`config.mk`:
```
export PLATFORM = sky130hd
export DESIGN_NAME = fifo_uart_tx_reader
export DESIGN_NICKNAME = d
export VERILOG_FILES = /design/src/rtl/fifo_uart_tx_reader.sv
export SDC_FILE = /design/constraint.sdc
export NUM_CORES = 1
export LEC_CHECK = 0
export ABC_CLOCK_PERIOD_IN_PS = 2100
export CAP_MARGIN = 0
export CORE_MARGIN = 5
export CORE_UTILIZATION = 50
export DETAILED_ROUTE_END_ITERATION = 7
export GPL_ROUTABILITY_DRIVEN = 0
export PLACE_DENSITY = 0.78
export SETUP_SLACK_MARGIN = 0.15
export SLEW_MARGIN = 20
export SYNTH_ARGS = -nofsm -noshare
export SYNTH_HDL_FRONTEND = slang
export SYNTH_SLANG_ARGS = --single-unit
export TNS_END_PERCENT = 5
```
`constraint.sdc`:
```
create_clock -name i_clk -period 2.1 [get_ports i_clk]
set_input_delay 0.315 -clock i_clk [delete_from_list [all_inputs] [get_ports i_clk]]
set_output_delay 0.315 -clock i_clk [all_outputs]
set_load 0.03 [all_outputs]
```
`src/rtl/fifo_uart_tx_reader.sv`:
```
// Read-side FIFO consumer: pops one word whenever idle (or finishing a stop bit)
// and serialises it as a UART frame, one bit per clock, with optional parity.
module fifo_uart_tx_reader #(
  parameter int DATA_WIDTH = 8
) (
  input  logic                  i_clk,
  input  logic                  i_rst,
  input  logic                  i_empty,
  input  logic [DATA_WIDTH-1:0] i_rd_data,
  input  logic                  i_par_en,
  input  logic                  i_par_typ,
  output logic                  o_r_inc,
  output logic                  o_tx_out,
  output logic                  o_busy
);

  localparam int CNT_W = (DATA_WIDTH > 1) ? $clog2(DATA_WIDTH) : 1;
  localparam logic [CNT_W-1:0] CNT_LAST = CNT_W'(DATA_WIDTH - 1);

  typedef enum logic [2:0] {
    S_IDLE,
    S_START,
    S_DATA,
    S_PARITY,
    S_STOP
  } state_t;

  state_t                r_state;
  state_t                w_state_nxt;
  logic [DATA_WIDTH-1:0] r_shift;
  logic [DATA_WIDTH-1:0] w_shift_nxt;
  logic [CNT_W-1:0]      r_cnt;
  logic [CNT_W-1:0]      w_cnt_nxt;
  logic                  r_par_en;
  logic                  w_par_en_nxt;
  logic                  r_par;
  logic                  w_par_nxt;
  logic                  r_tx;
  logic                  w_tx_nxt;
  logic                  r_busy;
  logic                  w_busy_nxt;
  logic                  w_load;

  // The pop strobe doubles as the load enable, so FIFO pointer and shift register move together.
  assign w_load  = !i_empty && ((r_state == S_IDLE) || (r_state == S_STOP)) && !i_rst;
  assign o_r_inc = w_load;
  assign o_tx_out = r_tx;
  assign o_busy   = r_busy;

  always_ff @(posedge i_clk or posedge i_rst) begin
    if (i_rst) begin
      r_state  <= S_IDLE;
      r_shift  <= '0;
      r_cnt    <= '0;
      r_par_en <= 1'b0;
      r_par    <= 1'b0;
      r_tx     <= 1'b1;
      r_busy   <= 1'b0;
    end else begin
      r_state  <= w_state_nxt;
      r_shift  <= w_shift_nxt;
      r_cnt    <= w_cnt_nxt;
      r_par_en <= w_par_en_nxt;
      r_par    <= w_par_nxt;
      r_tx     <= w_tx_nxt;
      r_busy   <= w_busy_nxt;
    end
  end

  always_comb begin
    w_state_nxt  = r_state;
    w_shift_nxt  = r_shift;
    w_cnt_nxt    = r_cnt;
    w_par_en_nxt = r_par_en;
    w_par_nxt    = r_par;

    case (r_state)
      S_IDLE, S_STOP: begin
        if (w_load) begin
          w_state_nxt  = S_START;
          w_shift_nxt  = i_rd_data;
          w_par_en_nxt = i_par_en;
          w_par_nxt    = (^i_rd_data) ^ i_par_typ;
        end else begin
          w_state_nxt = S_IDLE;
        end
      end
      S_START: begin
        w_state_nxt = S_DATA;
        w_cnt_nxt   = '0;
      end
      S_DATA: begin
        if (r_cnt == CNT_LAST) begin
          w_state_nxt = r_par_en ? S_PARITY : S_STOP;
        end else begin
          w_shift_nxt = r_shift >> 1;
          w_cnt_nxt   = r_cnt + 1'b1;
        end
      end
      S_PARITY: w_state_nxt = S_STOP;
      default:  w_state_nxt = S_IDLE;
    endcase
  end

  // Line outputs are registered from the upcoming state so they line up with r_state.
  always_comb begin
    w_tx_nxt   = 1'b1;
    w_busy_nxt = 1'b1;
    case (w_state_nxt)
      S_IDLE:   w_busy_nxt = 1'b0;
      S_START:  w_tx_nxt   = 1'b0;
      S_DATA:   w_tx_nxt   = w_shift_nxt[0];
      S_PARITY: w_tx_nxt   = w_par_nxt;
      S_STOP:   w_tx_nxt   = 1'b1;
      default: begin
        w_tx_nxt   = 1'b1;
        w_busy_nxt = 1'b0;
      end
    endcase
  end

endmodule
```
; ---- Word-level counts from Yosys, hierarchy flattened
; Cells that the tools add are included.
[op_classes]
n_addsub = 1
eq_ne = 11
n_mux = 13
n_bitwise = 1
reduce_logical = 14
[ops]
columns = op, count
row1 = $mux 8, 2
row2 = $pmux 8 s2, 1
row3 = $eq 3x2->1 const B, 4
row4 = $pmux 3 s4, 1
row5 = $eq 3x3->1 const B, 3
row6 = $mux 3, 3
row7 = $reduce_xor 8->1, 1
row8 = $eq 3x1->1 const B, 2
row9 = $pmux 3 s2, 1
row10 = $mux 1, 4
row11 = $ne 2x2->1 const B, 2
row12 = $reduce_and 2->1, 2
row13 = $reduce_bool 2->1, 2
row14 = $reduce_or 4->1, 1
row15 = $add 3x1->3 const B, 1
row16 = $logic_not 3->1, 1
row17 = $pmux 1 s3, 1
row18 = $reduce_and 3->1, 1
row19 = $logic_and 1x1->1, 2
row20 = $logic_not 1->1, 2
row21 = $reduce_or 2->1, 1
row22 = $logic_or 1x1->1, 1
row23 = $xor 1x1->1, 1
[totals]
ff_bits = 18
input_bits = 13
elab_cells = 48

; ---- Logic depth before layout (Yosys ltp)
; Gate-level depths: netlist (run 1).
[depth]
word_depth = 9
ltp_mapped = 7
ltp_nobuf = 6

; ---- Worst setup path after synthesis (run 1)
; No wires, ideal clock.
[synth_path]
path_kind = register to register
start = register r_cnt[0]
end = register r_tx (netlist: o_tx_out)
setup_time_ps = 92
arrival_ps = 1831
required_ps = 2008
setup_slack_ps = 177
stages_incl_launch_ff = 7
path_cell_list = dfrtp_1 -> ha_1 -> ha_1 -> nor4b_4 -> nor2_4 -> a2111oi_4 -> mux2i_1
[synth_via]
elab_chain_cells = 5
elab_cells_between_ends = 9
[synth_rtl]
columns = item, line_no
row1 = "start, declared", 32  ; logic [CNT_W-1:0] r_cnt;
row2 = "start signal, assigned", 62  ; r_cnt <= w_cnt_nxt;
row3 = $eq 3x3->1 (*), 93  ; if (r_cnt == CNT_LAST) begin
row4 = $mux 3, 93
row5 = $pmux 3 s4, 77  ; case (r_state)
row6 = $eq 3x2->1 or $eq 3x1->1 (tied branches), 109  ; case (w_state_nxt)
row7 = $pmux 1 s3 (*), 109
row8 = named net w_tx_nxt, 39  ; logic w_tx_nxt;
row9 = "end signal, assigned", 65  ; r_tx <= w_tx_nxt;
row10 = "end, declared", 38  ; logic r_tx;
; Mark *: on every way through the listed nets, which the timed path passes. The rest lies on a longest branch. The select of a mux whose other input is x is not followed.
; A chain may end at the register's enable or synchronous reset.

; ---- Final worst setup path (run 1)
[layout_path]
start = input i_rst
end = output o_r_inc
[layout_via]
elab_chain_cells = 2
[layout_rtl]
columns = item, line_no
row1 = "start, declared", 7  ; input logic i_rst,
row2 = $logic_not 1->1 (no line), n/a
row3 = $logic_and 1x1->1, 45  ; assign w_load = !i_empty && ((r_state == S_IDLE) || (r_state == S_STOP)) && !i_rst;
row4 = "end, declared", 12  ; output logic o_r_inc,
; No other way between the ends.

==> qor_table.md, run 1 <==
| Result | This run |
|---|---|
| Placed wire-length estimate after detailed placement | 1530 µm |
| Count of different cell masters after synthesis | 28 |
| Worst hold margin | 0.483 ns |
| Number of warning messages in the yosys log | 0 |
| Num ports | 16 |
| Logic depth of the worst setup path including buffers | 4 |
| Violation count after the first detailed-routing iteration | 17 |
| Sinks on Clock Net | 18 |
| Crit Path Class | in -> out |
| Final cycle utilization of the critical path | 0.917 |
| # setup viols final | 0 |
| Die Span Y | 53.4 µm |
| Met3 capacity usage during global routing | 0.0563 |
| Routed vias | 730 |
| Vias in the first global route | 717 |
| Total negative slack for setup checks | 0 ns |
| Cell row count | 15 |
| Worst slew slack as a fraction of its limit | 0.533 |
| Max Buffers Root-to-Sink | 2 |
| Insertion delay of the later-clocked pin in the worst-skew pair | 0.30 ns |
| Inserted Diodes | 0 |
| Delay of the slowest cell on the worst path | 0.61 ns |
| Nature of the critical path startpoint | input port |
| Maximum clock frequency | 0.519 GHz |
| Result of the run | complete, no violations |
| Share of final-layout standard cells stronger than drive strength 1 | 0.204 |
| Synthesized Nets | 102 |
| Clock-pin slew on the worst setup and hold paths | 0.10 ns |
| WL final | 2050 µm |
| Horiz. Die Dim | 53.4 µm |
| Area growth from synthesis to final layout | 29.2% |
| Library cell contributing the largest single delay on the critical path | sky130_fd_sc_hd__or4_4 |
| Buffer type at the clock tree root | sky130_fd_sc_hd__clkbuf_4 |
| Post-layout minimum cycle time | 1.93 ns |
| Syn avg cell area | 10.8 µm² |
| Max capacitance violation total | 0 |
| Worst path arrival time | 1.61 ns |
| Die footprint | 2850 µm² |
| Worst Hold Class | in -> async |
| Most frequent standard cell in the layout excluding fill and tap cells | sky130_fd_sc_hd__nand2_1 |
| Routing usage on met2 | 0.267 |
| Clock tree from TritonCTS | done |
| Busiest grt layer | met2 |
| Number of port buffers | 15 |
| Most used cells in the layout excluding fill and tap cells | sky130_fd_sc_hd__nand2_1 (20), sky130_fd_sc_hd__dfrtp_1 (16), sky130_fd_sc_hd__clkdlybuf4s50_1 (14), sky130_fd_sc_hd__buf_4 (10), sky130_fd_sc_hd__a22oi_1 (8) |
| DRC violations left | 0 |
| Effective utilization at floorplan | 0.534 |
| Endpoint type of the worst setup path | output pin |
| Wire length of the first global-routing pass | 3390 µm |
| H-tree levels | 1 |
| Unrepaired setup endpoints after global routing | yes |
| Routed vias/inst | 5.29 |
| Areal power density over the cells | 1220 nW/µm² |
| Cell count after synthesis | 87 |
| Global route overflow | 0 |
| Crit path max fanout | 5 |
| Number of antenna violations at the first check in global routing | 0 |
| Buffering stage count on the worst path with inverters included | 3 |
| Netlist area before placement | 942 µm² |
| Setup clock skew after layout | 0.0109 ns |
| Largest net degree at the start of global routing | 19 |
| Number of buffers created by CTS | 3 |
| Worst r2r path cells | 7 |
| Post-DR wirelength/cell | 14.9 µm |
| Final Max Tran Viols | 0 |
| Maximum VDD drop | 0.787 mV |
| Endpoints failing hold | 0 |
| Post-synthesis register bit count | 18 |
| Met1 track demand over resource in global routing | 0.204 |
| Final ANT Viol Nets | 0 |
| Layout Nets | 129 |
| Gate family responsible for the most delay along the worst path | buffers and inverters |
| Sequential cell area fraction in the yosys report | 0.479 |
| Leak Pwr | 0.563 nW |
| Slew at the pin closest to its max-slew limit | 0.700 ns |
| Overall track demand over capacity in global routing | 0.171 |
| Detailed-routing iteration count for the pre-antenna-repair pass | 5 |
| Endpoint required time on the critical path | 1.78 ns |
| Total core area | 1760 µm² |
| Sequence of cells on the critical path | clkdlybuf4s50_1 > or4_4 > clkinv_8 > buf_4 |
## per-layer routing
layer / vias to the layer above / share of wire
met5: - / 0
met4: 0 / 0.037
met3: 8 / 0.049
met2: 29 / 0.49
met1: 338 / 0.42
li1: 355 / -
## final cells by class
type	instances	area (µm²)
timing repair buffer	24	215
multi-input combinational	64	458
clock buffer	4	36.3
fill	145	547
tap	25	31.3
inverter	3	23.8
sequential	18	453
## Yosys cell counts
library cell | instances | area [µm²]
sky130_fd_sc_hd__a2111oi_4 | 1 | 27.5
sky130_fd_sc_hd__nand2_1 | 20 | 75.1
sky130_fd_sc_hd__o31ai_1 | 1 | 7.51
sky130_fd_sc_hd__a21o_1 | 1 | 7.51
sky130_fd_sc_hd__a21oi_1 | 1 | 5.00
sky130_fd_sc_hd__dfrtp_1 | 17 | 425
sky130_fd_sc_hd__buf_6 | 1 | 11.3
sky130_fd_sc_hd__nor3_1 | 1 | 5.00
sky130_fd_sc_hd__or3_1 | 1 | 6.26
sky130_fd_sc_hd__buf_4 | 1 | 7.51
sky130_fd_sc_hd__a22oi_1 | 8 | 60.1
sky130_fd_sc_hd__nand2b_1 | 4 | 25.0
sky130_fd_sc_hd__o21ai_0 | 5 | 25.0
sky130_fd_sc_hd__clkinv_4 | 1 | 8.76
sky130_fd_sc_hd__nor2_4 | 1 | 11.3
sky130_fd_sc_hd__nor4b_4 | 1 | 23.8
sky130_fd_sc_hd__xnor3_1 | 1 | 22.5
sky130_fd_sc_hd__xnor2_1 | 6 | 52.6
sky130_fd_sc_hd__ha_1 | 2 | 25.0
sky130_fd_sc_hd__a22o_4 | 1 | 17.5
sky130_fd_sc_hd__inv_1 | 2 | 7.51
sky130_fd_sc_hd__o21a_1 | 1 | 7.51
sky130_fd_sc_hd__mux2i_1 | 1 | 10.0
sky130_fd_sc_hd__a22o_1 | 1 | 8.76
sky130_fd_sc_hd__or4_4 | 1 | 11.3
sky130_fd_sc_hd__nor2b_1 | 1 | 6.26
sky130_fd_sc_hd__nor2_1 | 4 | 15.0
sky130_fd_sc_hd__dfstp_2 | 1 | 26.3
## state kept, by name (all words and copies together) (netlist names)
| register | cells |
|---|---|
| o_busy | 1 |
| r_cnt | 3 |
| r_par | 1 |
| r_par_en | 1 |
| r_shift | 8 |
| o_tx_out | 1 |
| r_state | 3 |
## logic make-up (layout without fill, tap and decap cells)
kind of cell    after synthesis  in the layout  share of synthesized area
compound gates               20             20                      0.177
xor+xnor                      7              7                     0.0797
fa+ha+maj                     2              2                     0.0266
buf+inv                       5             31                     0.0372
flops                        18             18                      0.479
mux                           1              1                     0.0106
simple gates                 34             34                      0.190
## path summary, 6_finish.rpt
| path | start | to | slack, ns |
|---|---|---|---|
| worst max register to register | r_cnt[0]$_DFFE_PP0P_ | o_tx_out$_DFF_PP1_ | 0.23 |
| worst min-delay path | i_rst | o_busy$_DFF_PP0_ | 0.48 |
| max in group asynchronous | i_rst | r_state[1]$_DFF_PP0_ | 1.12 |
| worst max-delay path | i_rst | o_r_inc | 0.17 |
| worst min register to register | r_shift[6]$_DFFE_PP0P_ | r_shift[6]$_DFFE_PP0P_ | 0.48 |
| min in group i_clk | r_shift[6]$_DFFE_PP0P_ | r_shift[6]$_DFFE_PP0P_ | 0.48 |
## repair_timing
item / CTS / global route
gates resized for setup: 2 / 1
hold buffers: 0 / 0
pin swaps: 1 / 3
buffers inserted: 0 / 7
gates cloned: 0 / 0
endpoints found under the setup margin: 1 / 3
## power breakdown
part / internal [W] / switching (W)
sequential: 0.000502 / 0.000109
combinational: 0.000324 / 0.000339
clock: 0.000106 / 0.000105
total: 0.000931 / 0.000554
## stage by stage
step	worst slack, ns	power (W)	cells	cell area, µm²	utilization
CTS	0.161	0.00145	131	1160	0.659
global placement	0.133	0.00120	127	1120	0.633
global route	0.112	0.00160	138	1220	0.690
detailed placement	0.0430	0.00123	127	1120	0.633
floorplan	0.177	0.00105	87	942	-
finish	0.173	0.00148	138	1220	0.690
## worst reg2reg max path, stage by stage, from the launching register on
cell and delay [ns]:
sky130_fd_sc_hd__dfrtp_1 0.42, sky130_fd_sc_hd__ha_1 0.21, sky130_fd_sc_hd__ha_2 0.21, sky130_fd_sc_hd__nor4b_4 0.37
sky130_fd_sc_hd__buf_4 0.22, sky130_fd_sc_hd__a22o_4 0.16, sky130_fd_sc_hd__a2111oi_4 0.04, sky130_fd_sc_hd__mux2i_1 0.15
No activity file was read; power rests on OpenSTA's default activity.
==> run 2: changes to the inputs <==
- REMOVE_ABC_BUFFERS: unset -> 1
==> run 2 against run 1 <==
Clock power is 2% lower. Worst setup slack better by 0.034 ns. Clock skew is 0.010 ns lower. Flip-flop and latch count stayed put. First-iteration DRC count is 53% higher. Final cell count is 1.4% lower. Critical path type is now reg -> out. Largest cell class unchanged. Largest power group unchanged.
==> qor_table.md, run 2 (synthesized netlist as in run 1, its figures left out) <==
| Result | This run |
|---|---|
| Effective utilization at floorplan | 0.534 |
| Inserted Diodes | 0 |
| Endpoint required time on the critical path | 1.78 ns |
| Largest net degree at the start of global routing | 19 |
| Vias in the first global route | 730 |
| Areal power density over the cells | 1260 nW/µm² |
| Area growth from synthesis to final layout | 26.7% |
| DRC violations left | 0 |
| Layout Nets | 127 |
| Post-DR wirelength/cell | 13.8 µm |
| Register with the highest flop count | r_shift |
| Worst path arrival time | 1.58 ns |
| Worst slew slack as a fraction of its limit | 0.546 |
| Endpoints failing hold | 0 |
| Total core area | 1760 µm² |
| WL final | 1870 µm |
| Horiz. Die Dim | 53.4 µm |
| Total negative slack for setup checks | 0 ns |
| Sinks on Clock Net | 18 |
| Number of port buffers | 15 |
| Routed vias/inst | 5.15 |
| Worst Hold Class | in -> async |
| Post-layout minimum cycle time | 1.89 ns |
| Buffer type at the clock tree root | sky130_fd_sc_hd__clkbuf_4 |
| # setup viols final | 0 |
| Wire length of the first global-routing pass | 3280 µm |
| Cts-stage hold buffer count | 0 |
| Most frequent standard cell in the layout excluding fill and tap cells | sky130_fd_sc_hd__nand2_1 |
| Overall track demand over capacity in global routing | 0.159 |
| Worst Setup Slack, final | 0.207 ns |
| Leak Pwr | 0.550 nW |
| H-tree levels | 1 |
| Final ANT Viol Nets | 0 |
| Final Max Tran Viols | 0 |
| Clock tree from TritonCTS | done |
| Clock-pin slew on the worst setup and hold paths | 0.10 ns |
| Buffering stage count on the worst path with inverters included | 2 |
| Maximum clock frequency | 0.528 GHz |
| Setup clock skew after layout | 0.000660 ns |
| Die footprint | 2850 µm² |
| Routed vias | 701 |
| Max Buffers Root-to-Sink | 2 |
| Crit Path Class | reg -> out |
| Setup WS pre-CTS | 0.0775 ns |
| Final cycle utilization of the critical path | 0.901 |
| Most used cells in the layout excluding fill and tap cells | sky130_fd_sc_hd__nand2_1 (20), sky130_fd_sc_hd__dfrtp_1 (17), sky130_fd_sc_hd__clkdlybuf4s50_1 (14), sky130_fd_sc_hd__a22oi_1 (8), sky130_fd_sc_hd__buf_4 (8) |
| Violation count after the first detailed-routing iteration | 26 |
| Max capacitance violation total | 0 |
| Nature of the critical path startpoint | flop |
| Filler instances | 148 |
| Gate family responsible for the most delay along the worst path | simple AND/OR/NAND/NOR gates |
| Share of final-layout standard cells stronger than drive strength 1 | 0.180 |
| Crit path max fanout | 11 |
| Slew at the pin closest to its max-slew limit | 0.680 ns |
| Biggest regs | r_shift x8, r_cnt x3, r_state x3 |
| Unrepaired setup endpoints after global routing | yes |
| Number of antenna violations at the first check in global routing | 0 |
| Sequence of cells on the critical path | or4_4 > clkinv_4 > buf_4 |
| Result of the run | complete, no violations |
| Global route overflow | 0 |
| Detailed-routing iteration count for the pre-antenna-repair pass | 4 |
| Largest register FFs | 8 |
| Cell row count | 15 |
| Maximum VDD drop | 0.789 mV |
| Endpoint type of the worst setup path | output pin |
| Die Span Y | 53.4 µm |
| Number of buffers created by CTS | 3 |
| Library cell contributing the largest single delay on the critical path | sky130_fd_sc_hd__or4_4 |
| Delay of the slowest cell on the worst path | 0.59 ns |
| Insertion delay of the later-clocked pin in the worst-skew pair | 0.29 ns |
| Placed wire-length estimate after detailed placement | 1480 µm |
| Num ports | 16 |
==> run 2: cell type report <==
cell class	instances	area, µm²	share of cell area
clock buffers	4	36.3	0.0304
inverters	3	16.3	0.0136
multi-input cells	64	458	0.384
flip-flops and latches	18	452	0.378
well taps	25	31.3	0.0262
repair buffers	22	200	0.168
==> run 2: where the power goes <==
part	internal [W]	total [W]	switching, W
clock	0.000106	0.000207	0.000101
sequential	0.000500	0.000596	0.0000965
combinational	0.000348	0.000697	0.000349
==> run 2: per-layer routing <==
| metal | GRT usage | share of wire |
|---|---|---|
| met1 | 0.206 | 0.44 |
| met3 | 0.0423 | 0.038 |
| met2 | 0.251 | 0.51 |
| met5 | 0 | 0 |
| met4 | 0.0553 | 0.017 |
==> run 2: path summary, 6_finish.rpt <==
kind | start | to | slack [ns] | depth (start not counted)
hold reg to reg | r_shift[3]$_DFFE_PP0P_ | r_shift[3]$_DFFE_PP0P_ | 0.49 | 2
setup reg to reg | r_cnt[0]$_DFFE_PP0P_ | o_tx_out$_DFF_PP1_ | 0.28 | 6
max in group asynchronous | i_rst | r_shift[7]$_DFFE_PP0P_ | 1.20 | 2
hold / removal | i_rst | r_state[0]$_DFF_PP0_ | 0.47 | 2
min in group i_clk | r_shift[3]$_DFFE_PP0P_ | r_shift[3]$_DFFE_PP0P_ | 0.49 | 2
setup / recovery | r_state[1]$_DFF_PP0_ | o_r_inc | 0.21 | 3
==> run 2: per-stage QoR <==
stage | power (W) | hold WS, ns | std cells | area (µm²) | util
6_report | 0.00150 | 0.466 | 136 | 1190 | 0.677
5_1_grt | 0.00163 | 0.520 | 136 | 1190 | 0.677
4_1_cts | 0.00146 | 0.478 | 132 | 1160 | 0.658
3_5_place_dp | 0.00124 | 0.472 | 127 | 1120 | 0.633
3_3_place_gp | 0.00119 | 0.462 | 127 | 1120 | 0.633
2_1_floorplan | 0.00104 | 0.253 | 85 | 923 | -
==> run 2: timing repair <==
action / in CTS / in global routing
resized for setup: 0 / 1
setup buffers: 1 / 4
setup endpoints to repair: 1 / 3
pin swaps: 0 / 2
==> run 2: worst register-to-register path, delay by kind of cell, from the launching register on <==
kind	cells	cell delay (ns)
flip-flops	1	0.41
multiplexers	1	0.11
AO/OA/AOI/OAI	1	0.34
AND/OR/NAND/NOR	2	0.45
adder cells (fa/ha/maj)	2	0.43
==> run 3: changes to the inputs <==
- ABC_AREA: unset -> 0
==> results of run 3 <==
No change in the layout: final DEF, timing and power equal those of run 2.
